<file path="src/rtl/fetch_stage_pkg.sv">
// Shared MIPS definitions for the fetch stage and the decode controller:
// reset/NOP encodings, primary opcodes and the IF/ID register layout.
package fetch_stage_pkg;

  localparam logic [31:0] RESET_PC_DEF  = 32'h0000_0000;
  localparam logic [31:0] NOP_INSTR_DEF = 32'h0000_0000;  // sll $0,$0,0

  // Primary opcodes (instr[31:26]) shared with the decode controller
  localparam logic [5:0] OP_RTYPE = 6'h00;
  localparam logic [5:0] OP_J     = 6'h02;
  localparam logic [5:0] OP_JAL   = 6'h03;
  localparam logic [5:0] OP_BEQ   = 6'h04;
  localparam logic [5:0] OP_BNE   = 6'h05;
  localparam logic [5:0] OP_ADDI  = 6'h08;
  localparam logic [5:0] OP_LW    = 6'h23;
  localparam logic [5:0] OP_SW    = 6'h2B;

  typedef struct packed {
    logic [31:0] instr;
    logic [31:0] pc_plus4;
    logic        valid;
  } ifid_t;

  // Instruction addresses are word aligned; the low two bits are dropped.
  function automatic logic [31:0] pc_align(input logic [31:0] a);
    return {a[31:2], 2'b00};
  endfunction

endpackage

</file>
<file path="src/rtl/fetch_stage_if.sv">
// Fetch-stage bus: hazard/redirect controls, instruction memory port and IF/ID outputs.
// master = the fetch stage itself, slave = the surrounding pipeline/memory.
interface fetch_stage_if;
  import fetch_stage_pkg::*;

  logic        Stall;
  logic        PCSrc;
  logic [31:0] BranchTarget;
  logic [31:0] IMemAddr;
  logic [31:0] IMemData;
  logic [31:0] PC;
  logic [31:0] IFID_Instruction;
  logic [31:0] IFID_PCPlus4;
  logic        IFID_Valid;

  modport master (
    input  Stall, PCSrc, BranchTarget, IMemData,
    output IMemAddr, PC, IFID_Instruction, IFID_PCPlus4, IFID_Valid
  );

  modport slave (
    output Stall, PCSrc, BranchTarget, IMemData,
    input  IMemAddr, PC, IFID_Instruction, IFID_PCPlus4, IFID_Valid
  );

endinterface

</file>
<file path="src/rtl/fetch_stage_pc_register.sv">
// Program counter flop: async reset, load (redirect) wins over enable (advance).
module fetch_stage_pc_register #(
  parameter logic [31:0] RESET_VAL = 32'h0000_0000
) (
  input  logic        i_clk,
  input  logic        i_rst,
  input  logic        i_en,
  input  logic        i_load,
  input  logic [31:0] i_load_val,
  input  logic [31:0] i_next,
  output logic [31:0] o_q
);

  logic [31:0] r_q;

  // Redirect load has priority; otherwise advance only when enabled.
  always_ff @(posedge i_clk or posedge i_rst) begin
    if (i_rst)       r_q <= RESET_VAL;
    else if (i_load) r_q <= i_load_val;
    else if (i_en)   r_q <= i_next;
  end

  assign o_q = r_q;

endmodule

</file>
<file path="src/rtl/fetch_stage.sv">
// MIPS instruction fetch stage with IF/ID pipeline register.
// Redirect (PCSrc) flushes IF/ID and overrides Stall; Stall freezes PC and IF/ID.
module fetch_stage
  import fetch_stage_pkg::*;
#(
  parameter logic [31:0] RESET_PC  = RESET_PC_DEF,
  parameter logic [31:0] NOP_INSTR = NOP_INSTR_DEF
) (
  input  logic          Clk,
  input  logic          Rst,
  fetch_stage_if.master bus
);

  logic [31:0] w_pc;
  logic [31:0] w_pc_plus4;
  logic [31:0] w_target;
  logic        w_unused_bits;
  ifid_t       r_ifid;

  // Target low bits are discarded; the sum wraps naturally at 2^32.
  assign w_target      = pc_align(bus.BranchTarget);
  assign w_pc_plus4    = w_pc + 32'd4;
  assign w_unused_bits = ^bus.BranchTarget[1:0];

  fetch_stage_pc_register #(
    .RESET_VAL (pc_align(RESET_PC))
  ) u_pc (
    .i_clk      (Clk),
    .i_rst      (Rst),
    .i_en       (~bus.Stall),
    .i_load     (bus.PCSrc),
    .i_load_val (w_target),
    .i_next     (w_pc_plus4),
    .o_q        (w_pc)
  );

  // IF/ID register: flush on redirect, hold on stall, else capture the fetched word.
  always_ff @(posedge Clk or posedge Rst) begin
    if (Rst) begin
      r_ifid <= '{instr: NOP_INSTR, pc_plus4: 32'd0, valid: 1'b0};
    end else if (bus.PCSrc) begin
      r_ifid <= '{instr: NOP_INSTR, pc_plus4: 32'd0, valid: 1'b0};
    end else if (!bus.Stall) begin
      r_ifid <= '{instr: bus.IMemData, pc_plus4: w_pc_plus4, valid: 1'b1};
    end
  end

  assign bus.IMemAddr         = w_pc;
  assign bus.PC               = w_pc;
  assign bus.IFID_Instruction = r_ifid.instr;
  assign bus.IFID_PCPlus4     = r_ifid.pc_plus4;
  assign bus.IFID_Valid       = r_ifid.valid;

endmodule

</file>
<file path="src/flat_wrapper.sv">
// flat-port wrapper written by rule: the top's interface ports become plain ports
module fetch_stage_flat import fetch_stage_pkg::*;
#(
  parameter logic [31:0] RESET_PC  = RESET_PC_DEF,
  parameter logic [31:0] NOP_INSTR = NOP_INSTR_DEF
)
  (Clk, Rst, bus_Stall, bus_PCSrc, bus_BranchTarget, bus_IMemData, bus_IMemAddr, bus_PC, bus_IFID_Instruction, bus_IFID_PCPlus4, bus_IFID_Valid);
  fetch_stage_if bus_i ();
  input  logic Clk;
  input  logic Rst;
  input wire logic [$bits(bus_i.Stall)-1:0] bus_Stall;
  input wire logic [$bits(bus_i.PCSrc)-1:0] bus_PCSrc;
  input wire logic [$bits(bus_i.BranchTarget)-1:0] bus_BranchTarget;
  input wire logic [$bits(bus_i.IMemData)-1:0] bus_IMemData;
  output wire logic [$bits(bus_i.IMemAddr)-1:0] bus_IMemAddr;
  output wire logic [$bits(bus_i.PC)-1:0] bus_PC;
  output wire logic [$bits(bus_i.IFID_Instruction)-1:0] bus_IFID_Instruction;
  output wire logic [$bits(bus_i.IFID_PCPlus4)-1:0] bus_IFID_PCPlus4;
  output wire logic [$bits(bus_i.IFID_Valid)-1:0] bus_IFID_Valid;
  assign bus_i.Stall = bus_Stall;
  assign bus_i.PCSrc = bus_PCSrc;
  assign bus_i.BranchTarget = bus_BranchTarget;
  assign bus_i.IMemData = bus_IMemData;
  assign bus_IMemAddr = bus_i.IMemAddr;
  assign bus_PC = bus_i.PC;
  assign bus_IFID_Instruction = bus_i.IFID_Instruction;
  assign bus_IFID_PCPlus4 = bus_i.IFID_PCPlus4;
  assign bus_IFID_Valid = bus_i.IFID_Valid;
  fetch_stage #(.RESET_PC(RESET_PC), .NOP_INSTR(NOP_INSTR)) u_core (.Clk(Clk), .Rst(Rst), .bus(bus_i));
endmodule
</file>
<file path="config.mk">
export PLATFORM = sky130hd
export DESIGN_NAME = fetch_stage_flat
export DESIGN_NICKNAME = d
export VERILOG_FILES = /design/src/rtl/fetch_stage_pkg.sv /design/src/rtl/fetch_stage_if.sv /design/src/rtl/fetch_stage_pc_register.sv /design/src/rtl/fetch_stage.sv /design/src/flat_wrapper.sv
export SDC_FILE = /design/constraint.sdc
export NUM_CORES = 1
export LEC_CHECK = 0
export CAP_MARGIN = 20
export CORE_MARGIN = 5
export CORE_UTILIZATION = 40
export CTS_CLUSTER_DIAMETER = 120
export DETAILED_ROUTE_END_ITERATION = 7
export HOLD_SLACK_MARGIN = 0.06
export PLACE_DENSITY = 0.77
export RECOVER_POWER = 50
export SLEW_MARGIN = 10
export SYNTH_ARGS = -nofsm -noshare
export SYNTH_HDL_FRONTEND = slang
export SYNTH_SLANG_ARGS = --single-unit
</file>
<file path="constraint.sdc">
create_clock -name Clk -period 2.8 [get_ports Clk]
set_input_delay 0.56 -clock Clk [delete_from_list [all_inputs] [get_ports Clk]]
set_output_delay 0.56 -clock Clk [all_outputs]
set_load 0.05 [all_outputs]
</file>
==> metrics, run 1 <==
status finished, final reports clean; core area 0.0125 mm2; Max VDD drop 0.000407 V; first-pass GRT wire length 24500 um; worst slack, placed 0.430 ns; synthesized cell area 0.00506 mm2; Area Overhead vs Synth 41.3%; Synth area leaders dfrtp_1 (47%), mux2i_1 (6.3%), nor2_1 (5.5%), buf_4 (5.2%), nand2_1 (3.3%); mean post-synth cell area 9.47 um2; DR vias/cell 5.40; met2 Use GR 0.333; placed insts 842; DR vias 4633; CTS clk-pin slew, worst paths 0.07 ns; fill count 1158; setup TNS 0 ns; unrepaired setup endpoints after global routing false; post-route minimum period 2.40 ns; worst clock skew 0.00672 ns; most frequent cells in the layout clkdlybuf4s50_1 (187), dfrtp_1 (94), nor2_1 (74), nand2_1 (44), mux2i_1 (32); Slowest cell on crit path dfrtp_1; slew margin rel. 0.0943; met3 Track Usage GR 0.0912; CP startpoint kind flip-flop; multi-input logic area 0.00221 mm2; power per cell area 582 mW/mm2; Syn Inst Count 534; wire length per cell 17.8 um; layout cells sized above 1 0.0612; EDFF count, synth 0; Routed Antenna Nets 0; CP top delay family simple AND/OR/NAND/NOR gates; worst setup path class reg -> reg; Max-Cap Viols 0; global routing usage on met1 0.250; dominant cell type by area after synthesis dfrtp_1; ys flop type dfrtp_1; std cell rows 41; gpl congestion 0.770; CTS Root Cell clkbuf_16; Vert. Die Dim 122 um; CTS tree built; vias in the first global route 4768; drt drc 0; Worst Path Buf+Inv 1; initial core utilization 0.404; CP peak stage delay 0.50 ns; Worst EP required 3.05 ns; fraction of registers with async set or reset after synthesis 1.00; leakage power 2.89 nW; initial drt markers 377; Die Span X 122 um; Die ar. 0.0150 mm2; Max FO, Critical Path 12; gr busiest metal met2; DRT Pass-1 Iters 4; fmax 416 MHz; R2R Setup Slk 0.40 ns; FF+latch area 0.00235 mm2; Setup Buffers After CTS 0; Synth Register Bits 94; Slew Viols, Final 0; # resized after CTS 0; Synth top area share 0.465; CTS H-tree depth 3; CP Cell Sequence ha_1 > nand3_1 > buf_4 > or3_1 > or4_1 > a311oi_1; worst-skew pair later-pin latency 0.35 ns; gr ovfl total 0; Finished Layout Cells 858; Worst Hold Class reg -> reg; largest net degree at the start of global routing 95; commonest non-fill, non-tap cell in the layout clkdlybuf4s50_1; Port Buffers 190; Post-CTS Hold Buffers 0; Post-DP HPWL 11000 um; clock sink count 94; nets@finish 750; Num CTS Buffers 9; count of final setup violators 0; GRT Overall Usage 0.209; Final Hold Vio Count 0; crit path DAT 2.65 ns; worst-margin pin slew 1.36 ns; setup ws final 0.396 ns; crit share post-route 0.859; Synthesis Warnings 0; io pins 197; initial antenna violation count 1; number of diodes 0; CP endpoint kind flip-flop; Synth cell types 48; Total Wirelength 15300 um; Clock Tree Buf Depth 2; sequential-to-total area share from yosys stat 0.465
cell usage after synthesis (3+ instances only):
cell type  count
clkbuf_1      24
o211ai_1       3
buf_1          4
a21oi_1       10
buf_4         35
or3_2          3
buf_2          5
a311oi_1      10
xnor2_1       15
o21a_1         4
or3_1         12
and4_1         5
nand4_1       14
inv_1          6
nand2_1       44
a31oi_1       10
nor3_1         9
a211oi_1       9
and3_1         3
nand3_1       14
or4_1         16
mux2i_1       32
o31ai_1       10
dfrtp_1       94
nor2_1        74
clkbuf_8       5
o21ai_0       28
nor4_1         8
xor2_1         7
final cells by class:
class / count / share of cell area
inverter: 7 / 0.00420
multi-input combinational: 361 / 0.309
tap: 172 / 0.0301
clock buffer: 13 / 0.0392
timing repair buffer: 208 / 0.283
clock inverter: 3 / 0.00560
sequential: 94 / 0.329
final timing paths:
path / from / endpoint / depth (start not counted)
worst max-delay path: u_core.u_pc.o_q[2] / u_core.bus.IFID_PCPlus4[28] / 6
worst min-delay path: u_core.bus.IFID_Valid / u_core.bus.IFID_Valid / 1
worst max register to register: u_core.u_pc.o_q[2] / u_core.bus.IFID_PCPlus4[28] / 6
worst min register to register: u_core.bus.IFID_Valid / u_core.bus.IFID_Valid / 1
max in group asynchronous: Rst / u_core.u_pc.o_q[20] / 3
min in group asynchronous: Rst / u_core.bus.IFID_Instruction[26] / 3
sequential cells by signal, indices dropped and copies added, names as in the netlist:
register                     count
u_core.u_pc.o_q                 30
u_core.bus.IFID_Instruction     32
u_core.bus.IFID_Valid            1
u_core.bus.IFID_PCPlus4         31
cells by family (layout without fill, tap and decap cells):
| kind of cell | count (synthesis) | count (layout) | share of synthesized area |
|---|---|---|---|
| multiplexers | 32 | 32 | 0.0634 |
| buffers and inverters | 82 | 231 | 0.100 |
| AND/OR/NAND/NOR | 210 | 210 | 0.209 |
| AO/OA/AOI/OAI | 92 | 92 | 0.120 |
| flip-flops | 94 | 94 | 0.465 |
| other | 1 | 4 | 0.000742 |
| XOR/XNOR | 22 | 22 | 0.0381 |
| adder cells (fa/ha/maj) | 1 | 1 | 0.00247 |
routing by layer:
metal / up-vias / wire, um / share of wire
met4: 2 / 259 / 0.017
met3: 18 / 1860 / 0.12
met2: 211 / 7170 / 0.47
met1: 2247 / 5950 / 0.39
li1: 2155 / - / -
met5: - / 11 / 0.00072
stage by stage:
| step | util | total power [W] | area [um2] | hold slack (ns) |
|---|---|---|---|---|
| after floorplan | - | 0.00244 | 5070 | 0.680 |
| after global placement | 0.547 | 0.00285 | 6850 | 0.487 |
| after detailed placement | 0.547 | 0.00288 | 6850 | 0.495 |
| after CTS | 0.573 | 0.00420 | 7170 | 0.509 |
| after global routing | 0.571 | 0.00433 | 7140 | 0.523 |
| final | 0.571 | 0.00416 | 7140 | 0.504 |
power breakdown:
| part | internal [W] | switching [W] | total [W] |
|---|---|---|---|
| clock network | 0.000787 | 0.000528 | 0.00132 |
| logic | 0.000444 | 0.000822 | 0.00127 |
| registers | 0.00146 | 0.000121 | 0.00158 |
| total | 0.00269 | 0.00147 | 0.00416 |
Note: power is estimated with default switching activity, not from simulation.
==> run 2: changes to the inputs <==
--- a/config.mk
+++ b/config.mk
@@ -8,6 +8,7 @@
 export CAP_MARGIN = 20
 export CORE_MARGIN = 5
 export CORE_UTILIZATION = 40
+export CTS_BUF_LIST = sky130_fd_sc_hd__clkbuf_8 sky130_fd_sc_hd__clkbuf_16
 export CTS_CLUSTER_DIAMETER = 120
 export DETAILED_ROUTE_END_ITERATION = 7
 export HOLD_SLACK_MARGIN = 0.06
==> results of run 2 <==
Final layout, timing and power as in run 1 (identical DEF).
==> run 3: changes to the inputs <==
--- a/config.mk
+++ b/config.mk
@@ -5,7 +5,6 @@
 export SDC_FILE = /design/constraint.sdc
 export NUM_CORES = 1
 export LEC_CHECK = 0
-export CAP_MARGIN = 20
 export CORE_MARGIN = 5
 export CORE_UTILIZATION = 40
 export CTS_BUF_LIST = sky130_fd_sc_hd__clkbuf_8 sky130_fd_sc_hd__clkbuf_16
==> results of run 3 <==
Final layout, timing and power as in run 1 (identical DEF).
